### src/rtl/gate_mux_pipe_if.sv
// Handshake and operand bus between a beat source and gate_mux_pipe.
interface gate_mux_pipe_if #(
  parameter int unsigned WIDTH    = 1,
  parameter int unsigned SEL_BITS = 2
);
  localparam int unsigned N = 1 << SEL_BITS;

  logic                  in_valid;
  logic                  in_ready;
  logic [N*WIDTH-1:0]    a;
  logic [N*WIDTH-1:0]    b;
  logic [N*3-1:0]        op;
  logic [SEL_BITS-1:0]   sel;
  logic                  out_valid;
  logic                  out_ready;
  logic [WIDTH-1:0]      y;

  // Beat source and result consumer side
  modport master (
    output in_valid, a, b, op, sel, out_ready,
    input  in_ready, out_valid, y
  );

  // Pipeline side
  modport slave (
    input  in_valid, a, b, op, sel, out_ready,
    output in_ready, out_valid, y
  );
endinterface

### src/rtl/gate_mux_pipe.sv
// Per-lane 2-input gate ops feeding a binary MUX tree, optionally registered per level.
module gate_mux_pipe #(
  parameter int unsigned WIDTH    = 1,
  parameter int unsigned SEL_BITS = 2,
  parameter int unsigned PIPELINE = 1
) (
  input logic           clk,
  input logic           rst,
  gate_mux_pipe_if.slave bus
);
  localparam int unsigned N = 1 << SEL_BITS;

  logic             en;
  logic [WIDTH-1:0] lane [N];

  function automatic logic [WIDTH-1:0] gate_op(input logic [2:0] o,
                                               input logic [WIDTH-1:0] x,
                                               input logic [WIDTH-1:0] z);
    logic [WIDTH-1:0] r;
    case (o)
      3'd0:    r = x;
      3'd1:    r = ~x;
      3'd2:    r = x & z;
      3'd3:    r = ~(x | z);
      3'd4:    r = x ^ z;
      3'd5:    r = x | z;
      3'd6:    r = ~(x & z);
      default: r = ~(x ^ z);
    endcase
    return r;
  endfunction

  // Whole pipe advances together; a stall freezes every stage including bubbles
  assign en           = !bus.out_valid || bus.out_ready;
  assign bus.in_ready = en;

  // Leaf gate results for every lane
  always_comb begin
    for (int k = 0; k < int'(N); k++) begin
      lane[k] = gate_op(bus.op[k*3 +: 3], bus.a[k*WIDTH +: WIDTH], bus.b[k*WIDTH +: WIDTH]);
    end
  end

  if (PIPELINE != 0) begin : g_pipe
    // Stage j holds N>>j values; stage 0 is the leaf register, the last one drives y
    for (genvar j = 0; j <= int'(SEL_BITS); j++) begin : g_stg
      localparam int unsigned CNT = N >> j;
      logic [WIDTH-1:0] dat [CNT];
      logic             vld;

      if (j == 0) begin : g_ld
        // Capture lane results and the incoming valid
        always_ff @(posedge clk) begin
          if (rst) begin
            vld <= 1'b0;
            for (int k = 0; k < int'(CNT); k++) dat[k] <= '0;
          end else if (en) begin
            vld <= bus.in_valid;
            for (int k = 0; k < int'(CNT); k++) dat[k] <= lane[k];
          end
        end
      end else begin : g_ld
        // One MUX tree level steered by the lowest select bit still travelling
        always_ff @(posedge clk) begin
          if (rst) begin
            vld <= 1'b0;
            for (int k = 0; k < int'(CNT); k++) dat[k] <= '0;
          end else if (en) begin
            vld <= g_stg[j-1].vld;
            for (int k = 0; k < int'(CNT); k++) begin
              dat[k] <= g_stg[j-1].g_sel.sel_r[0] ? g_stg[j-1].dat[2*k+1]
                                                  : g_stg[j-1].dat[2*k];
            end
          end
        end
      end

      if (j < int'(SEL_BITS)) begin : g_sel
        logic [SEL_BITS-j-1:0] sel_r;
        if (j == 0) begin : g_first
          // Full select enters with the leaf results
          always_ff @(posedge clk) begin
            if (rst)     sel_r <= '0;
            else if (en) sel_r <= bus.sel;
          end
        end else begin : g_rest
          // Drop the bit consumed by the previous level
          always_ff @(posedge clk) begin
            if (rst)     sel_r <= '0;
            else if (en) sel_r <= g_stg[j-1].g_sel.sel_r[SEL_BITS-j:1];
          end
        end
      end
    end

    assign bus.y         = g_stg[SEL_BITS].dat[0];
    assign bus.out_valid = g_stg[SEL_BITS].vld;
  end else begin : g_flat
    logic [WIDTH-1:0] y_r;
    logic             vld_r;

    // Combinational leaf and tree, single output register
    always_ff @(posedge clk) begin
      if (rst) begin
        y_r   <= '0;
        vld_r <= 1'b0;
      end else if (en) begin
        y_r   <= lane[bus.sel];
        vld_r <= bus.in_valid;
      end
    end

    assign bus.y         = y_r;
    assign bus.out_valid = vld_r;
  end
endmodule
### src/flat_wrapper.sv
// flat-port wrapper written by rule: the top's interface ports become plain ports
module gate_mux_pipe_flat 
#(
  parameter int unsigned WIDTH    = 1,
  parameter int unsigned SEL_BITS = 2,
  parameter int unsigned PIPELINE = 1
)
  (clk, rst, bus_in_valid, bus_a, bus_b, bus_op, bus_sel, bus_out_ready, bus_in_ready, bus_out_valid, bus_y);
  gate_mux_pipe_if #(.WIDTH(WIDTH), .SEL_BITS(SEL_BITS)) bus_i ();
  input logic clk;
  input logic rst;
  input wire logic [$bits(bus_i.in_valid)-1:0] bus_in_valid;
  input wire logic [$bits(bus_i.a)-1:0] bus_a;
  input wire logic [$bits(bus_i.b)-1:0] bus_b;
  input wire logic [$bits(bus_i.op)-1:0] bus_op;
  input wire logic [$bits(bus_i.sel)-1:0] bus_sel;
  input wire logic [$bits(bus_i.out_ready)-1:0] bus_out_ready;
  output wire logic [$bits(bus_i.in_ready)-1:0] bus_in_ready;
  output wire logic [$bits(bus_i.out_valid)-1:0] bus_out_valid;
  output wire logic [$bits(bus_i.y)-1:0] bus_y;
  assign bus_i.in_valid = bus_in_valid;
  assign bus_i.a = bus_a;
  assign bus_i.b = bus_b;
  assign bus_i.op = bus_op;
  assign bus_i.sel = bus_sel;
  assign bus_i.out_ready = bus_out_ready;
  assign bus_in_ready = bus_i.in_ready;
  assign bus_out_valid = bus_i.out_valid;
  assign bus_y = bus_i.y;
  gate_mux_pipe #(.WIDTH(WIDTH), .SEL_BITS(SEL_BITS), .PIPELINE(PIPELINE)) u_core (.clk(clk), .rst(rst), .bus(bus_i));
endmodule
### config.mk
export PLATFORM = sky130hd
export DESIGN_NAME = gate_mux_pipe_flat
export DESIGN_NICKNAME = d
export VERILOG_FILES = /design/src/rtl/gate_mux_pipe_if.sv /design/src/rtl/gate_mux_pipe.sv /design/src/flat_wrapper.sv
export SDC_FILE = /design/constraint.sdc
export NUM_CORES = 1
export LEC_CHECK = 0
export CAP_MARGIN = 20
export CORE_UTILIZATION = 35
export CTS_CLUSTER_DIAMETER = 40
export CTS_CLUSTER_SIZE = 10
export DETAILED_ROUTE_END_ITERATION = 6
export GPL_TIMING_DRIVEN = 0
export PLACE_DENSITY_LB_ADDON = 0.1
export SLEW_MARGIN = 30
export SYNTH_ARGS = -nofsm -noshare
export SYNTH_HDL_FRONTEND = slang
export SYNTH_SLANG_ARGS = --single-unit
export TNS_END_PERCENT = 10
### constraint.sdc
create_clock -name clk -period 2.9 [get_ports clk]
set_clock_uncertainty 0.05 [all_clocks]
set_input_delay 0.58 -clock clk [delete_from_list [all_inputs] [get_ports clk]]
set_output_delay 0.58 -clock clk [all_outputs]
set_load 0.1 [all_outputs]
==> results of run 1 <==
==> critical path, delay by kind of cell <==
| kind | cells | cell delay (ps) |
|---|---|---|
| buf+inv | 4 | 1450 |
| simple gates | 1 | 40 |
==> metal layers <==
layer  vias to the layer above  track usage
li1                        408            -
met1                       348        0.132
met2                        15        0.230
met3                         2       0.0261
met4                         0       0.0658
met5                         -            0
==> flip-flops by register name (all words and copies together) (netlist names) <==
register,flops
u_core.g_pipe.g_stg.g_sel.sel_r,3
u_core.g_pipe.g_stg.dat,7
u_core.g_pipe.g_stg.vld,2
u_core.bus.out_valid,1
==> layout by cell type (no fill, tap or decap), drive strengths merged <==
| cell type | instances |
|---|---|
| ha | 8 |
| o21ai | 1 |
| a21oi | 9 |
| nor2b | 2 |
| clkdlybuf4s50 | 26 |
| mux2i | 11 |
| nand2 | 14 |
| o211a | 1 |
| xnor2 | 3 |
| mux4 | 1 |
| a211o | 1 |
| a211oi | 8 |
| inv | 13 |
| nand2b | 2 |
| dfxtp | 6 |
| nor2 | 8 |
| clkinv | 1 |
| clkbuf | 5 |
| mux2 | 1 |
| edfxtp | 7 |
| clkdlybuf4s15 | 1 |
| o31ai | 1 |
==> worst max-delay path by stage <==
stage                                 startpoint                                     endpoint  slack, ps  cells past startpoint
2_1_floorplan  u_core.bus.out_valid$_SDFFE_PP0P_  u_core.g_pipe.g_stg[0].dat[2]$_SDFFCE_PN0P_        320                      5
3_3_place_gp                       bus_out_ready                                 bus_in_ready       -390                      5
3_5_place_dp                       bus_out_ready                                 bus_in_ready       -370                      5
4_1_cts                            bus_out_ready                                 bus_in_ready        210                      5
5_1_grt                            bus_out_ready                                 bus_in_ready         80                      5
6_report                           bus_out_ready                                 bus_in_ready        210                      5
==> cell families after synthesis <==
kind of cell    after synthesis
buf+inv                      15
compound gates               21
xor+xnor                      3
fa+ha+maj                     8
simple gates                 26
flops                        13
mux                          13
==> power by group <==
group,switching [uW],leakage [uW],total [uW],internal (uW)
sequential,4.83,0.000131,213,208
clock,62.7,0.0000177,114,51.2
combinational,58.2,0.000393,124,65.3
==> through the flow <==
stage	TNS, ps	util
2_1_floorplan	0	-
4_1_cts	0	0.504
3_5_place_dp	-373	0.492
6_report	0	0.504
3_3_place_gp	-389	0.492
5_1_grt	0	0.504
==> area by class of cell <==
type	instances	share of cell area
buffer	2	0.00607
clock inverter	1	0.00404
timing repair buffer	27	0.219
inverter	13	0.0394
clock buffer	3	0.0182
sequential	13	0.267
tap	30	0.0303
multi-input combinational	71	0.416
==> flow_summary.toml, run 1 <==
[yosys]
async_flop_share = 0
synth_fa_ha_area_frac = 0.111
synth_cell_types = 19
yosysTopAreaCellShare = 0.233
synth_top_cell_by_area = "edfxtp_1"
synth_top_family_by_area = "multiplexers"
synth-simple-area-share = 0.119
synth_compound_area_frac = 0.151
syn_nets = 133
ys.warnings.count = 0
ys.flop_type = "edfxtp_1"
yosysSeqAreaShare = 0.367
synth_area_sq_um = 901
synth-seq-cells = 13
yosysMostFrequentCell = "nand2_1"
synthMuxAreaShare = 0.160
syn_inst = 99
synthTopCellsByCount = "14 x nand2_1, 13 x inv_1, 11 x mux2i_1"
synth-edff-count = 7
synth_area_leaders = "edfxtp_1 23%, dfxtp_1 13%, mux2i_1 12%"
synth_xor_area_frac = 0.0292
postSynthAreaPerCell_sq_um = 9.10

[clock_network]
ctsResizeCount = 3
cts_hold_buf = 0
cts_root_buf = "clkbuf_4"
post-cts-setup-buffers = 0
ctsHtreeMaxLevel = 1
clk_path_buf_depth = 2
clock_latency_ps = 280
clkTransAtPathRegs_ps = 80
cts_tree = "built"
numCtsBuffers = 3
clock_sinks = 13

[finish]
fillers = 236
drive_above_1_share = 0.0462
insertedDiodeCount = 0
area_growth_pct = 37.4
design_area_sq_um = 1240
multiInputGateArea_sq_um = 514
fin_nets = 165
seq_area_sq_um = 330
stdcell_count = 160

[setup_path]
cp.arrival_ps = 2060
crit_slowest_cell = "clkdlybuf4s15_2"
worst-path-max-fanout = 8
end_kind = "output port"
cp_data_required_time_ps = 2270
regToRegStartpoint = "u_core.bus.out_valid$_SDFFE_PP0P_"
path_cells = "clkdlybuf4s50_1 -> nor2b_1 -> clkbuf_1 -> inv_1 -> clkdlybuf4s15_2"
r2r_setup_slack_ps = 1320
timing.rr.end = "u_core.g_pipe.g_stg[0].dat[0]$_SDFFCE_PN0P_"
r2r_cells = 5
crit_type = "in -> out"
crit_path_start_kind = "input port"
cp_slowest_stage_delay_ps = 590

[outcome]
violations = "DRC"
outcome = "complete, but fails checks"

[place]
dp_hpwl_mm = 1.33
dp.cells = 156
place.gp.congestion = 0.759
postPlaceCellArea_sq_um = 1210
port_buffers = 27
post-place-ws_ps = -373

[power_and_ir_drop]
finalPower_uw = 451
ir_drop_mv = 0.227
power.leakage_uw = 0.000542
powerDensity_nw_per_um2 = 364

[timing]
hold_slack_ps = 409
slew_headroom = 0.358
min_period_ps = 2690
max_slew.worst_pin.slew_ps = 960
drv_slew = 0
fin_ws_ps = 207
grt_setup_unrepaired = "no"
fmax_mhz = 371
setup_violations = 0
hold_violations = 0
post-route-period-util = 0.929

[drt]
dr_total_vias = 773
drt-initial-drc-count = 14
wl_met1_um = 729
via_per_inst = 4.83
first_pass_iters = 6
wl_met3_um = 41
wl_mm = 1.60
ant_nets = 0
wl_met2_um = 814
drc = 1
routedWlPerCell_um = 10.0
top_layer = "met4"

[floorplan]
die_w_um = 52.7
start_util = 0.367
die_h_um = 52.7
rows = 18
core_area_sq_um = 2450
io-pin-count = 29
dieArea_sq_um = 2780

[worst_hold_path]
holdPathStages = 2
hp-start = "u_core.g_pipe.g_stg[0].vld$_SDFFE_PP0P_"
hp-class = "reg -> reg"
holdPathEnd = "u_core.g_pipe.g_stg[0].vld$_SDFFE_PP0P_"

[grt]
gr-total-overflow = 0
grt_pass1_vias = 675
grt_max_degree = 9
antenna_found_initial = 0
grt_pass1_wl_mm = 2.53
grt_usage = 0.125

[flow_run]
maxCapViolCount = 0
No activity file was read; power rests on OpenSTA's default activity.
==> inputs of run 2 (changes only) <==
Settings changed: CORE_UTILIZATION 35 to 40, REMOVE_ABC_BUFFERS set to 1, SKIP_LAST_GASP set to 1.
==> run 2 against run 1 <==
Against the previous run:
- the flow now finishes without violations
- sequential share of layout area is 0.19 points higher
- sequential power hardly changed
- clock power is 4% lower
- first-iteration DRC count is 71% lower
- routed wire length is 5.9% lower
- core utilization is 9.8 points higher
- design area is 0.71% lower
- combinational power hardly changed
- critical path depth is 1 lower
- via count is 0.65% lower
- critical endpoint unchanged
- largest cell class unchanged
==> flow_summary.toml, run 2 (synthesis results as in run 1) <==
[outcome]
outcome = "finished clean"

[clock_network]
ctsResizeCount = 1
clock_latency_ps = 280
numCtsBuffers = 3
clkTransAtPathRegs_ps = 70
post-cts-setup-buffers = 0
ctsHtreeMaxLevel = 1
cts_tree = "built"
clock_sinks = 13
cts_hold_buf = 0
clk_path_buf_depth = 2
cts_root_buf = "clkbuf_4"

[finish]
stdcell_count = 156
drive_above_1_share = 0.0388
fin_nets = 164
area_growth_pct = 36.4
final_common_cell = "clkdlybuf4s50_1"
insertedDiodeCount = 0
seq_area_sq_um = 330
fillers = 194
top_regs = "u_core.g_pipe.g_stg.dat (7), u_core.g_pipe.g_stg.g_sel.sel_r (3), u_core.g_pipe.g_stg.vld (2)"
multiInputGateArea_sq_um = 514
top_register = "u_core.g_pipe.g_stg.dat"
most-common-layout-cells = "27 x clkdlybuf4s50_1, 14 x nand2_1, 13 x inv_1, 11 x mux2i_1, 9 x a21oi_1"
largest_reg_flops = 7

[power_and_ir_drop]
ir_drop_mv = 0.266
powerDensity_nw_per_um2 = 364
power.leakage_uw = 0.000539

[grt]
antenna_found_initial = 0
gr-total-overflow = 0
grt_usage = 0.141
grt.busiest_layer = "met2"
grt_util_met1 = 0.150
gr-usage-met3 = 0.0556
grt_pass1_vias = 722
grtUsageMet2 = 0.256
grt_max_degree = 9
grt_pass1_wl_mm = 2.63

[drt]
first_pass_iters = 2
routedWlPerCell_um = 9.65
dr_total_vias = 768
wl_mm = 1.51
drc = 0
drt-initial-drc-count = 4
ant_nets = 0
via_per_inst = 4.92

[place]
dp_hpwl_mm = 1.25
port_buffers = 28
dp.cells = 152
place.gp.congestion = 0.748

[timing]
post-route-period-util = 0.924
hold_violations = 0
min_period_ps = 2680
fmax_mhz = 373
grt_setup_unrepaired = "no"
setup_tns_ps = 0
max_slew.worst_pin.slew_ps = 974
drv_slew = 0
slew_headroom = 0.349
setup_violations = 0

[setup_path]
cp_data_required_time_ps = 2270
crit_path_start_kind = "input port"
worst-path-max-fanout = 8
cp.arrival_ps = 2050
r2r_cells = 4
crit_type = "in -> out"
end_kind = "output port"

[floorplan]
die_h_um = 49.5
die_w_um = 49.5
rows = 16
core_area_sq_um = 2040
start_util = 0.441
dieArea_sq_um = 2450
io-pin-count = 29

[worst_hold_path]
holdPathStages = 2
hp-class = "reg -> reg"

[flow_run]
maxCapViolCount = 0
==> run 2: cell types whose count changed in the layout (fill, tap and decap cells not counted), sizes merged <==
cell           change
clkinv             -1
clkdlybuf4s15      -1
clkdlybuf4s50      +1
==> run 2: cell type report <==
class / instances / share of cell area
tap: 27 / 0.0275
timing repair buffer: 28 / 0.224
multi-input combinational: 71 / 0.419
sequential: 13 / 0.269
clock buffer: 4 / 0.0214
inverter: 13 / 0.0397
==> run 2: worst paths after layout <==
kind	from	to	slack (ps)
hold reg to reg	u_core.g_pipe.g_stg[1].vld$_SDFFE_PP0P_	u_core.g_pipe.g_stg[1].vld$_SDFFE_PP0P_	410
setup reg to reg	u_core.bus.out_valid$_SDFFE_PP0P_	u_core.g_pipe.g_stg[0].dat[2]$_SDFFCE_PN0P_	1240
hold / removal	u_core.g_pipe.g_stg[1].vld$_SDFFE_PP0P_	u_core.g_pipe.g_stg[1].vld$_SDFFE_PP0P_	410
setup / recovery	bus_out_ready	bus_in_ready	220
==> run 2: report_power, final <==
| part | internal (uW) | switching (uW) |
|---|---|---|
| clock | 53.4 | 56.4 |
| sequential | 208 | 4.94 |
| combinational | 65.9 | 57.6 |
==> run 2: per-stage QoR <==
step	hold WS, ps	total power (uW)	area [sq um]	worst slack [ps]	util
final	407	447	1230	221	0.602
after global routing	433	473	1230	101	0.602
after CTS	410	452	1230	4.23	0.604
after detailed placement	399	342	1210	-368	0.591
after floorplan	376	285	893	267	-
after global placement	391	339	1210	-354	0.591
==> run 2: metal layers <==
| layer | vias up | part of all wire | wire [um] |
|---|---|---|---|
| li1 | 405 | - | - |
| met1 | 340 | 0.46 | 686 |
| met2 | 21 | 0.48 | 720 |
| met3 | 2 | 0.057 | 86 |
| met4 | 0 | 0.0093 | 14 |
| met5 | - | 0 | 0 |
==> run 2: worst max-delay path: stages <==
cell and delay [ps]:
clkdlybuf4s50_1 400, nor2b_1 420, inv_1 230, clkbuf_2 420
==> inputs of run 3 (changes only) <==
Settings changed: CTS_CLUSTER_DIAMETER 40 to 60, CTS_CLUSTER_SIZE 10 to 40.
==> results of run 3 <==
The final DEF is identical to that of run 2; final timing and power are the same.
